[config.mk]
export PLATFORM = sky130hd
export DESIGN_NAME = stripe_arbiter
export DESIGN_NICKNAME = d
export VERILOG_FILES = /design/src/rtl/stripe_arbiter.sv
export SDC_FILE = /design/constraint.sdc
export NUM_CORES = 1
export LEC_CHECK = 0
export BUFFER_PORTS_ARGS = -buffer_cell sky130_fd_sc_hd__buf_2
export CORE_ASPECT_RATIO = 1.2
export CORE_MARGIN = 8
export CORE_UTILIZATION = 42
export CTS_CLUSTER_DIAMETER = 120
export DETAILED_ROUTE_END_ITERATION = 10
export PLACE_DENSITY = 0.72
export SETUP_SLACK_MARGIN = 0.02
export SLEW_MARGIN = 10
export SYNTH_ARGS = -nofsm -noshare
export SYNTH_HDL_FRONTEND = slang
export SYNTH_SLANG_ARGS = --single-unit
export TNS_END_PERCENT = 20
[constraint.sdc]
create_clock -name clk_2f -period 1.7 [get_ports clk_2f]
set_input_delay 0.34 -clock clk_2f [delete_from_list [all_inputs] [get_ports clk_2f]]
set_output_delay 0.34 -clock clk_2f [all_outputs]
set_load 0.005 [all_outputs]
[src/rtl/stripe_arbiter.sv]
// Packet-level round-robin arbiter feeding the two-lane byte striper from two requesters.
// Optional macro STRIPE_ARBITER_PAD_EN: pad odd-length packets with PAD_BYTE so both lanes stay balanced.
module stripe_arbiter #(
  parameter logic [7:0] PAD_BYTE = 8'hBC,
  parameter int         CNT_W    = 8
) (
  input  logic             clk_2f,
  input  logic             reset,
  input  logic             valid_0,
  input  logic [7:0]       data_0,
  input  logic             last_0,
  output logic             ready_0,
  input  logic             valid_1,
  input  logic [7:0]       data_1,
  input  logic             last_1,
  output logic             ready_1,
  output logic             valid_out,
  output logic [7:0]       data_out,
  output logic [1:0]       grant,
  output logic [CNT_W-1:0] pkt_cnt,
  output logic [CNT_W-1:0] pad_cnt
);

  typedef enum logic [1:0] {IDLE, GNT0, GNT1, PAD} state_t;

  state_t     state, state_nxt;
  logic       prio, odd, owner;
  logic       take, tlast, is_pad, done;
  logic [7:0] tdata;

  function automatic logic [CNT_W-1:0] sat_inc(input logic [CNT_W-1:0] v);
    return (&v) ? v : v + {{(CNT_W-1){1'b0}}, 1'b1};
  endfunction

  assign ready_0 = (state == GNT0);
  assign ready_1 = (state == GNT1);
  assign grant   = {state == GNT1, state == GNT0};

  // Only the granted requester is ever sampled.
  assign take  = (ready_0 && valid_0) || (ready_1 && valid_1);
  assign tdata = ready_1 ? data_1 : data_0;
  assign tlast = ready_1 ? last_1 : last_0;

`ifdef STRIPE_ARBITER_PAD_EN
  assign is_pad = (state == PAD);
`else
  assign is_pad = 1'b0;
`endif

  always_comb begin
    state_nxt = state;
    case (state)
      IDLE: begin
        if (valid_0 && valid_1) state_nxt = prio ? GNT1 : GNT0;
        else if (valid_0)       state_nxt = GNT0;
        else if (valid_1)       state_nxt = GNT1;
      end
      GNT0, GNT1: begin
        if (take && tlast) begin
`ifdef STRIPE_ARBITER_PAD_EN
          // odd==0 before the last byte means the packet length is odd.
          state_nxt = odd ? IDLE : PAD;
`else
          state_nxt = IDLE;
`endif
        end
      end
      default: state_nxt = IDLE;
    endcase
  end

  assign done = is_pad || (take && tlast && (state_nxt == IDLE));

  // Stage p0 -> output register: one clk_2f of latency from acceptance to valid_out.
  always_ff @(posedge clk_2f or negedge reset) begin
    if (!reset) begin
      state     <= IDLE;
      prio      <= 1'b0;
      odd       <= 1'b0;
      owner     <= 1'b0;
      valid_out <= 1'b0;
      data_out  <= 8'h00;
      pkt_cnt   <= '0;
    end else begin
      state     <= state_nxt;
      valid_out <= take || is_pad;
      if (take)        data_out <= tdata;
      else if (is_pad) data_out <= PAD_BYTE;
      if (state_nxt == IDLE) odd <= 1'b0;
      else if (take)         odd <= ~odd;
      if (state == IDLE && state_nxt != IDLE) owner <= (state_nxt == GNT1);
      if (done) begin
        prio    <= ~owner;
        pkt_cnt <= sat_inc(pkt_cnt);
      end
    end
  end

`ifdef STRIPE_ARBITER_PAD_EN
  always_ff @(posedge clk_2f or negedge reset) begin
    if (!reset)      pad_cnt <= '0;
    else if (is_pad) pad_cnt <= sat_inc(pad_cnt);
  end
`else
  assign pad_cnt = '0;
`endif

endmodule

# --- Word level (Yosys, flattened, before mapping) ---
# Cells that the tools add are included.
word_totals:
  ff_bits: 21
  inputBits: 22
  out_inout_bits: 29
  word_cells: 33
op_classes:
  n_addsub: 1
  eq_ne: 3
  muxes: 8
  n_bitwise: 2
  n_reduce_logical: 13
ops:
  columns: ["op", "count"]
  rows:
  - ["2-to-1 mux 2 bit", 5]
  - ["adder 8 x 1 -> 8 bit, second input constant", 1]
  - ["2-to-1 mux 8 bit", 1]
  - ["AND reduction 8 bit", 1]
  - ["logical AND 1 bit", 6]
  - ["== test 2 bit, second input constant", 2]
  - ["zero test 2 bit", 2]
  - ["one-hot mux 2 bit (2 select lines)", 1]
  - ["== test 2 x 1 -> 1 bit, second input constant", 1]
  - ["NOT 1 bit", 2]
  - ["AND reduction 2 bit", 1]
  - ["nonzero test 2 bit", 1]
  - ["OR reduction 2 bit", 1]
  - ["logical OR 1 bit", 1]
  - ["2-to-1 mux 1 bit", 1]

# --- Longest topological paths before layout ---
logic_depth:
  depth_word: 9
  mapped_depth: 8
  mapped_depth_nobuf: 6

# --- Worst setup path before layout ---
# Ideal clock, no wire load.
synth_timing:
  path_kind: "register -> register"
  start: "register state[0]"
  end: "register pkt_cnt[6]"
  setup_ns: 0.128
  arrival_ns: 1.747
  required_ns: 1.572
  path_slack_ns: -0.175
  path_stages_with_launch: 8
  path_buffers: 1
  synth_period_minus_slack_ns: 1.875
  cell_sequence: "dfrtp_1 inv_1 ha_1 buf_6 and3_1 a31oi_2 nor4_1 mux2_1"
synth_via:
  elab_chain_cells: 9
  elab_cells_between_ends: 17
  cone_classes: "eq/ne: 2; mux: 6; reduce/logical: 9"
synth_rtl:
  columns: ["element", "line", "source"]
  rows:
  - ["start, declared", "26", "state_t state, state_nxt;"]
  - ["start signal, assigned", "85", "state <= state_nxt;"]
  - ["== test 2 bit (*)", "36", "assign ready_1 = (state == GNT1);"]
  - ["net ready_1", "16", "output logic ready_1,"]
  - ["logical AND 1 bit", "40", "assign take = (ready_0 && valid_0) || (ready_1 && valid_1);"]
  - ["logical OR 1 bit", "40", null]
  - ["logical AND 1 bit", "59, 72", null]
  - ["2-to-1 mux 2 bit", "59", "if (take && tlast) begin"]
  - ["one-hot mux 2 bit (2 select lines)", "52", "case (state)"]
  - ["zero test 2 bit", null, null]
  - ["logical AND 1 bit (*)", "72", "assign done = is_pad || (take && tlast && (state_nxt == IDLE));"]
  - ["AND reduction 2 bit (no source line) (*)", null, null]
  - ["end signal, assigned", "94", "pkt_cnt <= sat_inc(pkt_cnt);"]
  - ["end, declared", "20", "output logic [CNT_W-1:0] pkt_cnt,"]
# The timed path passes the listed nets; every way through them passes the cells marked *.
# A chain may end at the register's enable or synchronous reset.

# --- Final worst setup path ---
layout_timing:
  start: "register state[0]"
  end: "register pkt_cnt[4]"
layout_via:
  elab_chain_cells: 9
  elab_cells_between_ends: 17
  cone_classes: "eq/ne: 2; mux: 6; reduce/logical: 9"
layout_rtl:
  columns: ["element", "line"]
  rows:
  - ["== test 2 x 1 -> 1 bit or == test 2 bit (tied branches)", "35, 52, 36"]
  - ["logical AND 1 bit", "40"]
  - ["logical OR 1 bit", "40"]
  - ["logical AND 1 bit", "59, 72"]
  - ["2-to-1 mux 2 bit", "59"]
  - ["one-hot mux 2 bit (2 select lines)", "52"]
  - ["zero test 2 bit", null]
  - ["logical AND 1 bit (*)", "72"]
  - ["AND reduction 2 bit (no source line) (*)", null]
# Every way passes the cells marked *; elsewhere a longest branch is shown, timed or not.

==> run_results.csv <==
group,metric,value,unit
run_status,outcome,"complete, but fails checks",
run_status,violations,"negative setup slack",
worst_setup_path,crit_path_top_delay_cell,"dfrtp_1",
clock_network,h-tree-depth,1,
global_route,busiest_layer,"met2",
clock_network,clock_path_buffers,2,
clock_network,cts.sink_count,21,
drt,dr_total_vias,963,
worst_setup_path,crit_path_frequent_cell,"buf_4",
cells_and_area,fillers,231,
timing,clock.fmax,576,MHz
global_route,grt_use_total,10.7,%
worst_setup_path,startpoint,"state[0]",
floorplanning,die_area,0.00470,sq mm
yosys,yosysTopAreaCell,"dfrtp_1",
worst_setup_path,rr_worst_depth,8,
timing,min_period,1740,ps
yosys,synth_edf_count,0,
global_route,grt_use_met3,5.34,%
cells_and_area,stdcell_count,203,
floorplanning,start_util,42.8,%
timing,fin_ws,-35.8,ps
placement,io_buffers,42,
timing,clock_skew,8.29,ps
drt,post-route-drc-count,0,
worst_setup_path,worstPathCellList,"inv_2 > buf_4 > ha_1 > nand2b_1 > o22ai_2 > buf_4 > nor4b_2 > xor2_1",
worst_setup_path,cp.arrival,1970,ps
yosys,synthTopCellsByCount,"21 x dfrtp_1, 12 x nand2_1, 10 x buf_4, 10 x o21ai_0, 8 x mux2i_1",
worst_setup_path,r2r_slack,-40,ps
drt,wirelength,2.60,mm
job,maxCapViolCount,0,
drt,ant_nets,0,
yosys,synth-async-reset-ratio,100,%
timing,finalHoldViolCount,0,
clock_network,cts_root_buffer,"clkbuf_4",
worst_setup_path,worstPathMaxFanout,5,
cells_and_area,fin_area,0.00159,sq mm
yosys,synth_ff_type,"dfrtp_1",
yosys,netlist.area_leader.share,45.4,%
min_path,hold_path_class,"input port to flip-flop",
yosys,yosysSeqAreaShare,45.4,%
power,power_per_cell_area,1440,mW/mm^2
worst_setup_path,timing.rr.end,"pkt_cnt[4]",
yosys,synth.avg_cell_area,10.4,sq um
global_route,grtUsageMet2,18.0,%
global_route,antenna_found_initial,0,
yosys,ys_top_cells_by_area,"dfrtp_1 45%, mux2i_1 6.9%, buf_4 6.5%, ha_1 5.4%, xor2_1 4.5%",
cells_and_area,area_growth,37.1,%
yosys,ys_ff_latch,21,
floorplanning,ios,51,
floorplanning,num_rows,21,
yosys,ys_types,31,
floorplanning,fp.dieH,73.5,um
global_route,grt_pass1_wl,4.16,mm
power,ir_worst_vdd,877,uV
yosys,netlist_area,0.00116,sq mm
clock_network,clk_pin_slew_worst_paths,110,ps
clock_network,clk_latency,300,ps
worst_setup_path,r2r_start,"state[0]",
clock_network,cts_tree,"done",
placement,placed_area,0.00152,sq mm
drt,avgRoutedWirePerCell,12.8,um
clock_network,cts_made_buffers,3,
cells_and_area,nets,197,
worst_setup_path,critPathLaunchType,"flip-flop",
global_route,grt_remaining_overflow,0,
floorplanning,die_x,63.9,um
global_route,grt_pass1_vias,947,
timing,setup_violations,7,
timing,finalCritPeriodShare,102,%
drt,drt_pre_antenna_iters,4,
worst_setup_path,endpoint,"pkt_cnt[4]",
yosys,syn_inst,111,
drt,via_per_inst,4.74,
timing,grt_setup_unrepaired,"yes",
power,fin_total_pwr,0.00229,W
yosys,yosysMostFrequentCell,"dfrtp_1",
global_route,grt_max_degree,22,
cells_and_area,layout-drive-gt1-share,46.7,%
placement,placedCellCount,197,
placement,dp_hpwl,2.14,mm
worst_setup_path,cpPeakStageDelay,430,ps
placement,gp_congestion,0.852,
drt,drt_iter0_drc,28,
global_route,use_met1,11.5,%
floorplanning,core,0.00271,sq mm
yosys,yosys_warnings,0,
worst_setup_path,end_kind,"flip-flop",
worst_setup_path,crit_required,1930,ps
cells_and_area,diodes,0,
power,p_leak,0.819,nW
worst_setup_path,crit_type,"flip-flop to flip-flop",
timing,finalMaxSlewViolations,0,
timing repair:
action,4_1_cts,5_1_grt
gates cloned,0,0
pin swaps,2,1
setup endpoints to repair,11,14
setup buffers,1,0
resized for setup,4,2
hold buffers,1,0
endpoints found under the hold margin,21,0
metrics by stage:
step	setup WS [ps]	hold WS (ps)	setup TNS [ps]	utilization [%]
floorplan	-10.7	44.4	-10.7	-
global placement	-93.8	311	-154	56.2
detailed placement	-126	316	-433	56.2
CTS	-63.5	322	-197	58.6
global route	-132	342	-973	58.7
finish	-35.8	327	-134	58.7
power by group:
group	switching [W]	internal (W)
clock	0.000142	0.0000876
combinational	0.000596	0.000629
sequential	0.000141	0.000692
total	0.000880	0.00141
critical path: cells and delay by family (launching register included):
kind	cells	cell delay (ps)
buffers and inverters	3	390
AND/OR/NAND/NOR	2	370
adder cells (fa/ha/maj)	1	200
AO/OA/AOI/OAI	1	120
flip-flops	1	430
XOR/XNOR	1	170
state kept, by name, summed over array words and instances (netlist names):
register,flops
valid_out,1
owner,1
pkt_cnt,8
prio,1
data_out,8
state,2
layout make-up:
type / count / area [sq um] / share of cell area [%]
tap: 34 / 42.5 / 2.68
clock inverter: 1 / 5.00 / 0.315
inverter: 4 / 15.0 / 0.945
multi-input combinational: 80 / 626 / 39.4
timing repair buffer: 60 / 352 / 22.1
clock buffer: 3 / 22.5 / 1.42
sequential: 21 / 527 / 33.1
logic make-up (layout without fill, tap and decap cells):
family	Yosys count	after routing	share of synthesized area [%]
simple gates	31	31	13.5
flops	21	21	45.4
compound gates	19	19	11.0
buf+inv	17	68	10.0
mux	11	11	9.83
xor+xnor	6	6	4.54
fa+ha+maj	5	5	5.40
other cells	1	8	0.324
worst min-delay path by stage:
stage / from / endpoint / depth (start not counted)
after detailed placement: reset / data_out[1] / 1
after global routing: data_0[6] / data_out[6] / 3
after floorplan: reset / data_out[0] / 0
after global placement: reset / data_out[1] / 1
final: data_0[0] / data_out[0] / 3
after CTS: data_0[0] / data_out[0] / 3
cell usage in the layout, fill, tap and decap left out, types with 2 or more instances in the layout:
cell type and count:
ha_1 4, mux2i_1 8, nand2b_1 2, nand2_1 12
buf_2 42, conb_1 8, buf_4 16, nor2_1 4
o21ai_0 10, xor2_1 6, dfrtp_1 20, nand3_1 3
inv_1 3, clkbuf_4 3, nor4_2 3
per-layer routing:
layer / share of wire (%) / wire length, um / vias to the layer above
met2: 47 / 1220 / 36
met4: 0.46 / 12 / 0
met3: 12 / 302 / 2
li1: - / - / 486
met1: 41 / 1060 / 439
met5: 0 / 0 / -
(Power assumes the default switching activity.)
